==> config.mk <==
export PLATFORM = sky130hd
export DESIGN_NAME = miriscv_instr_fetch_buffer
export DESIGN_NICKNAME = d
export VERILOG_FILES = /design/src/rtl/miriscv_instr_fetch_buffer.sv
export SDC_FILE = /design/constraint.sdc
export NUM_CORES = 1
export LEC_CHECK = 0
export BUFFER_PORTS_ARGS = -buffer_cell sky130_fd_sc_hd__buf_2
export CAP_MARGIN = 20
export CORE_MARGIN = 2
export CORE_UTILIZATION = 52
export CTS_BUF_LIST = sky130_fd_sc_hd__clkbuf_16
export DETAILED_ROUTE_END_ITERATION = 6
export GPL_TIMING_DRIVEN = 0
export HOLD_SLACK_MARGIN = 0.1
export PLACE_DENSITY = 0.86
export SLEW_MARGIN = 10
export SYNTH_ARGS = -nofsm -noshare
export SYNTH_HDL_FRONTEND = slang
export SYNTH_SLANG_ARGS = --single-unit
==> constraint.sdc <==
create_clock -name clk_i -period 6 [get_ports clk_i]
set_clock_uncertainty 0.1 [all_clocks]
set_input_delay 0.6 -clock clk_i [delete_from_list [all_inputs] [get_ports clk_i]]
set_output_delay 0.6 -clock clk_i [all_outputs]
set_load 0.05 [all_outputs]
==> src/rtl/miriscv_instr_fetch_buffer.sv <==
// Fetch-side decoupling buffer: forwards fetch requests to a pipelined
// req/gnt/rvalid instruction bus and holds returned words in order until
// the fetch stage takes them. On flush, buffered words and in-flight
// responses are discarded.
module miriscv_instr_fetch_buffer #(
  parameter int unsigned XLEN  = 32,
  parameter int unsigned DEPTH = 2
) (
  input  logic            clk_i,
  input  logic            rst_i,
  input  logic            core_req_i,
  input  logic [XLEN-1:0] core_addr_i,
  output logic            core_gnt_o,
  input  logic            core_flush_i,
  output logic            core_rvalid_o,
  output logic [XLEN-1:0] core_rdata_o,
  input  logic            core_rready_i,
  output logic            mem_req_o,
  output logic [XLEN-1:0] mem_addr_o,
  input  logic            mem_gnt_i,
  input  logic            mem_rvalid_i,
  input  logic [XLEN-1:0] mem_rdata_i
);

  localparam int unsigned CW = $clog2(DEPTH + 1);
  localparam int unsigned SW = CW + 1;
  localparam int unsigned PW = $clog2(DEPTH);

  logic [CW-1:0]   out_cnt_q, out_cnt_d;
  logic [CW-1:0]   drop_cnt_q, drop_cnt_d;
  logic [CW-1:0]   fifo_cnt_q, fifo_cnt_d;
  logic [PW-1:0]   rd_ptr_q, rd_ptr_d;
  logic [PW-1:0]   wr_ptr_q, wr_ptr_d;
  logic [XLEN-1:0] fifo_q [DEPTH];
  logic [XLEN-1:0] fifo_d [DEPTH];

  logic space, grant, drop, deliver, fifo_empty, push, pop;

  // Credit: a request is only issued if its response is sure to find a slot.
  assign fifo_empty = (fifo_cnt_q == '0);
  assign space      = (SW'(out_cnt_q) + SW'(fifo_cnt_q)) < SW'(DEPTH);

  assign mem_req_o  = core_req_i & space & ~core_flush_i & ~rst_i;
  assign mem_addr_o = core_addr_i;
  assign grant      = mem_req_o & mem_gnt_i;
  assign core_gnt_o = grant;

  // A response is discarded while older flushed requests are still draining
  // or when it coincides with a flush.
  assign drop    = mem_rvalid_i & ((drop_cnt_q != '0) | core_flush_i);
  assign deliver = mem_rvalid_i & ~drop;

  // Empty FIFO bypasses the bus word straight through; otherwise the head leads.
  assign core_rvalid_o = ~core_flush_i & ~rst_i & (~fifo_empty | deliver);
  assign core_rdata_o  = fifo_empty ? mem_rdata_i : fifo_q[rd_ptr_q];

  assign push = deliver & (~fifo_empty | ~core_rready_i);
  assign pop  = core_rvalid_o & core_rready_i & ~fifo_empty;

  // Next-state for counters, pointers and storage.
  always_comb begin
    out_cnt_d  = out_cnt_q + CW'(grant) - CW'(mem_rvalid_i);
    drop_cnt_d = drop_cnt_q - CW'(mem_rvalid_i && (drop_cnt_q != '0));
    fifo_cnt_d = fifo_cnt_q + CW'(push) - CW'(pop);
    rd_ptr_d   = rd_ptr_q + PW'(pop);
    wr_ptr_d   = wr_ptr_q + PW'(push);
    fifo_d     = fifo_q;
    if (push) begin
      fifo_d[wr_ptr_q] = mem_rdata_i;
    end
    if (core_flush_i) begin
      fifo_cnt_d = '0;
      rd_ptr_d   = '0;
      wr_ptr_d   = '0;
      drop_cnt_d = out_cnt_d;
    end
  end

  // Control state with synchronous reset.
  always_ff @(posedge clk_i) begin
    if (rst_i) begin
      out_cnt_q  <= '0;
      drop_cnt_q <= '0;
      fifo_cnt_q <= '0;
      rd_ptr_q   <= '0;
      wr_ptr_q   <= '0;
    end else begin
      out_cnt_q  <= out_cnt_d;
      drop_cnt_q <= drop_cnt_d;
      fifo_cnt_q <= fifo_cnt_d;
      rd_ptr_q   <= rd_ptr_d;
      wr_ptr_q   <= wr_ptr_d;
    end
  end

  // Word storage needs no reset; occupancy is tracked by fifo_cnt_q.
  always_ff @(posedge clk_i) begin
    fifo_q <= fifo_d;
  end

endmodule

==> results.sh <==
export IMPL_status="finished, final reports clean"
export IMPL_min_delay_start="mem_rdata_i[15]"
export IMPL_first_iter_violations=137
export IMPL_fin_crit_ns=2.774
export IMPL_power_frac_clock=0.406
export IMPL_arrival_ns=2.07
export IMPL_max_cap_viol_count=0
export IMPL_internal_power_w=0.0009777
export IMPL_finalCritPeriodShare=0.4624
export IMPL_relSlewSlack=0.4586
export IMPL_grt_ovfl_total=0
export IMPL_power_frac_comb=0.162
export IMPL_multiInputGateArea_sq_um=905.9
export IMPL_stdcell_count=454
export IMPL_tightest_slew_ns=0.8121
export IMPL_synth_area_leader_cell="edfxtp_1"
export IMPL_power_switching_share=0.2520
export IMPL_insertion_delay_ns=0.32
export IMPL_yosys_top_cells_area="edfxtp_1, mux2i_1, buf_4"
export IMPL_die_h_microns=83.76
export IMPL_synthCells=256
export IMPL_vias=2221
export IMPL_p_sw_w=0.0003295
export IMPL_slew_viol_final=0
export IMPL_leakage_nw=1.795
export IMPL_cts_buffer_depth=2
export IMPL_grt_setup_unrepaired="false"
export IMPL_wl_per_cell_microns=13.65
export IMPL_r2r_slack_ns=3.59
export IMPL_cts_sink_count=72
export IMPL_reg2reg_from="fifo_cnt_q[1]$_SDFF_PP0_"
export IMPL_grt_total_usage=0.1874
export IMPL_fillers=483
export IMPL_synth_avg_cell_area_sq_um=12.92
export IMPL_max_vdd_ir_drop_mv=0.2537
export IMPL_setup_tns_ns=0
export IMPL_r2r_end="fifo_q[31]$_DFFE_PP_"
export IMPL_core_area_sq_mm=0.006241
export IMPL_wl_met2_microns=3354
export IMPL_rows=29
export IMPL_post_cts_resize_count=0
export IMPL_die_w_microns=83.76
export IMPL_ios=138
export IMPL_dpl_hpwl_microns=4340
export IMPL_area_growth_pct=28.14
export IMPL_netlist_area_sq_mm=0.003308
export IMPL_grt_max_degree=33
export IMPL_min_path_cells=1
export IMPL_holdPathEnd="fifo_q[15]$_DFFE_PP_"
export IMPL_dp_cells=438
export IMPL_die_area_sq_mm=0.007016
export IMPL_postRouteWirelength_microns=6197
export IMPL_fmax_mhz=360.5
export IMPL_yosys_register_bits=72
export IMPL_synth_cell_types=22
export IMPL_hold_viol_final=0
export IMPL_cp_required_ns=5.30
export IMPL_worst_setup_path_end_kind="output port"
export IMPL_p_seq_frac=0.433
export IMPL_final_seq_area_sq_mm=0.002082
export IMPL_htreeDepth=3
export IMPL_start_util=0.5301
export IMPL_yosys_warnings=0
export IMPL_synth_top_cell_area_share=0.5809
export IMPL_top_layer="met4"
export IMPL_hp_class="in2reg"
export IMPL_synth_top_flop_cell="edfxtp_1"
export IMPL_grt_pass1_vias=2173
export IMPL_hold_buffers=0
export IMPL_cts_made_buffers=9
export IMPL_io_buffers=105
export IMPL_antenna_cells=0
export IMPL_antenna_left=0
export IMPL_routed_wl_met3_microns=353
export IMPL_syn_num_nets=335
export IMPL_grt_pass1_wl_microns=10230
export IMPL_seq_area_frac_synth=0.6293
export IMPL_fin_nets=451
export IMPL_cts_tree="yes"
export IMPL_cts_root_buf="clkbuf_16"
export IMPL_crit_type="reg2out"
export IMPL_setup_viol=0
export IMPL_grt_antenna_before_repair=0
export IMPL_synth_edf_count=64
export IMPL_gp_congestion=0.7305
export IMPL_drt_pass1_iter_count=4
export IMPL_power_density_mw_per_mm2=308.4
export IMPL_cp_max_fo=4
export IMPL_drc=0
export IMPL_worst_r2r_cell_count=4
export IMPL_via_per_inst=4.892
export IMPL_startpoint_type="flip-flop"
export IMPL_wirelength_met1_microns=2423
export IMPL_cts_setup_buffers=0
export IMPL_drive_gt1_frac=0.4271
export IMPL_async_flop_share=0
export IMPL_clk_pin_slew_ns=0.05
placed cells by master, fill, tap and decap left out, types with 3 or more instances in the layout:
cell type,instances
ha_1,5
buf_2,113
inv_1,8
xor2_1,4
buf_4,32
edfxtp_1,64
clkinv_1,3
dfxtp_1,8
o21ai_0,33
clkbuf_16,9
mux2i_1,32
clkbuf_1,3
nor2_1,11
nand2_1,33
final cells by class:
class | instances | area share
flip-flops and latches | 72 | 0.4911
multi-input cells | 134 | 0.2137
repair buffers | 105 | 0.1240
plain buffers | 44 | 0.07143
clock buffers | 9 | 0.05313
well taps | 77 | 0.02273
clock inverters | 7 | 0.01860
inverters | 6 | 0.005313
worst max-delay path, stage by stage, from the launching register on:
cell,delay [ns]
dfxtp_1,0.39
and2_1,0.17
fa_1,0.46
nor4b_4,0.29
and2_1,0.18
buf_2,0.27
flip-flops by register name, summed over array words and instances, names as in the netlist:
name	flops
out_cnt_q	2
fifo_cnt_q	2
fifo_q	64
wr_ptr_q	1
rd_ptr_q	1
drop_cnt_q	2
cells in the mapped netlist (3+ instances only):
| cell type | number |
|---|---|
| edfxtp_1 | 64 |
| nand2_1 | 33 |
| o21ai_0 | 33 |
| buf_4 | 32 |
| mux2i_1 | 32 |
| nor2_1 | 11 |
| buf_2 | 8 |
| dfxtp_1 | 8 |
| ha_1 | 7 |
| inv_1 | 6 |
| xor2_1 | 4 |
| clkbuf_1 | 3 |
power by group through the flow:
stage,combinational (W),sequential (W),clock (W)
5_1_grt,0.000226,0.000566,0.000569
4_1_cts,0.000214,0.000565,0.000541
2_1_floorplan,0.000160,0.000575,0
3_3_place_gp,0.000209,0.000575,0
3_5_place_dp,0.000213,0.000575,0
6_report,0.000211,0.000566,0.000530
how the worst max path moves through the flow:
stage	start	end	slack, ns
final	fifo_cnt_q[0]$_SDFF_PP0_	core_gnt_o	3.23
after global routing	fifo_cnt_q[0]$_SDFF_PP0_	core_gnt_o	3.11
after CTS	fifo_cnt_q[0]$_SDFF_PP0_	core_gnt_o	3.21
after detailed placement	core_flush_i	core_gnt_o	3.49
after global placement	mem_rvalid_i	fifo_q[45]$_DFFE_PP_	3.09
after floorplan	fifo_cnt_q[0]$_SDFF_PP0_	drop_cnt_q[1]$_SDFF_PP0_	2.92
per-stage QoR:
stage / hold WS (ns) / util / worst slack (ns) / cell area, sq um / total power, W
2_1_floorplan: 0.4355 / - / 2.918 / 3308 / 0.0007348
3_3_place_gp: 0.4378 / 0.6297 / 3.095 / 3930 / 0.0007839
3_5_place_dp: 0.4831 / 0.6305 / 3.487 / 3935 / 0.0007878
4_1_cts: 0.3736 / 0.6792 / 3.211 / 4239 / 0.001320
5_1_grt: 0.3761 / 0.6792 / 3.105 / 4239 / 0.001361
6_report: 0.3818 / 0.6792 / 3.226 / 4239 / 0.001307
logic make-up after synthesis:
group / count (synthesis) / synth area share
fa+ha+maj: 8 / 0.03253
mux: 32 / 0.09682
buf+inv: 50 / 0.09834
flops: 72 / 0.6293
compound gates: 38 / 0.06051
xor+xnor: 6 / 0.01588
simple gates: 50 / 0.06657
per-layer routing:
metal,track usage,up-vias
met5,0,-
met4,0.07038,0
met3,0.03956,6
met2,0.3280,74
met1,0.2281,1035
li1,-,1106
Note: power is estimated with default switching activity, not from simulation.
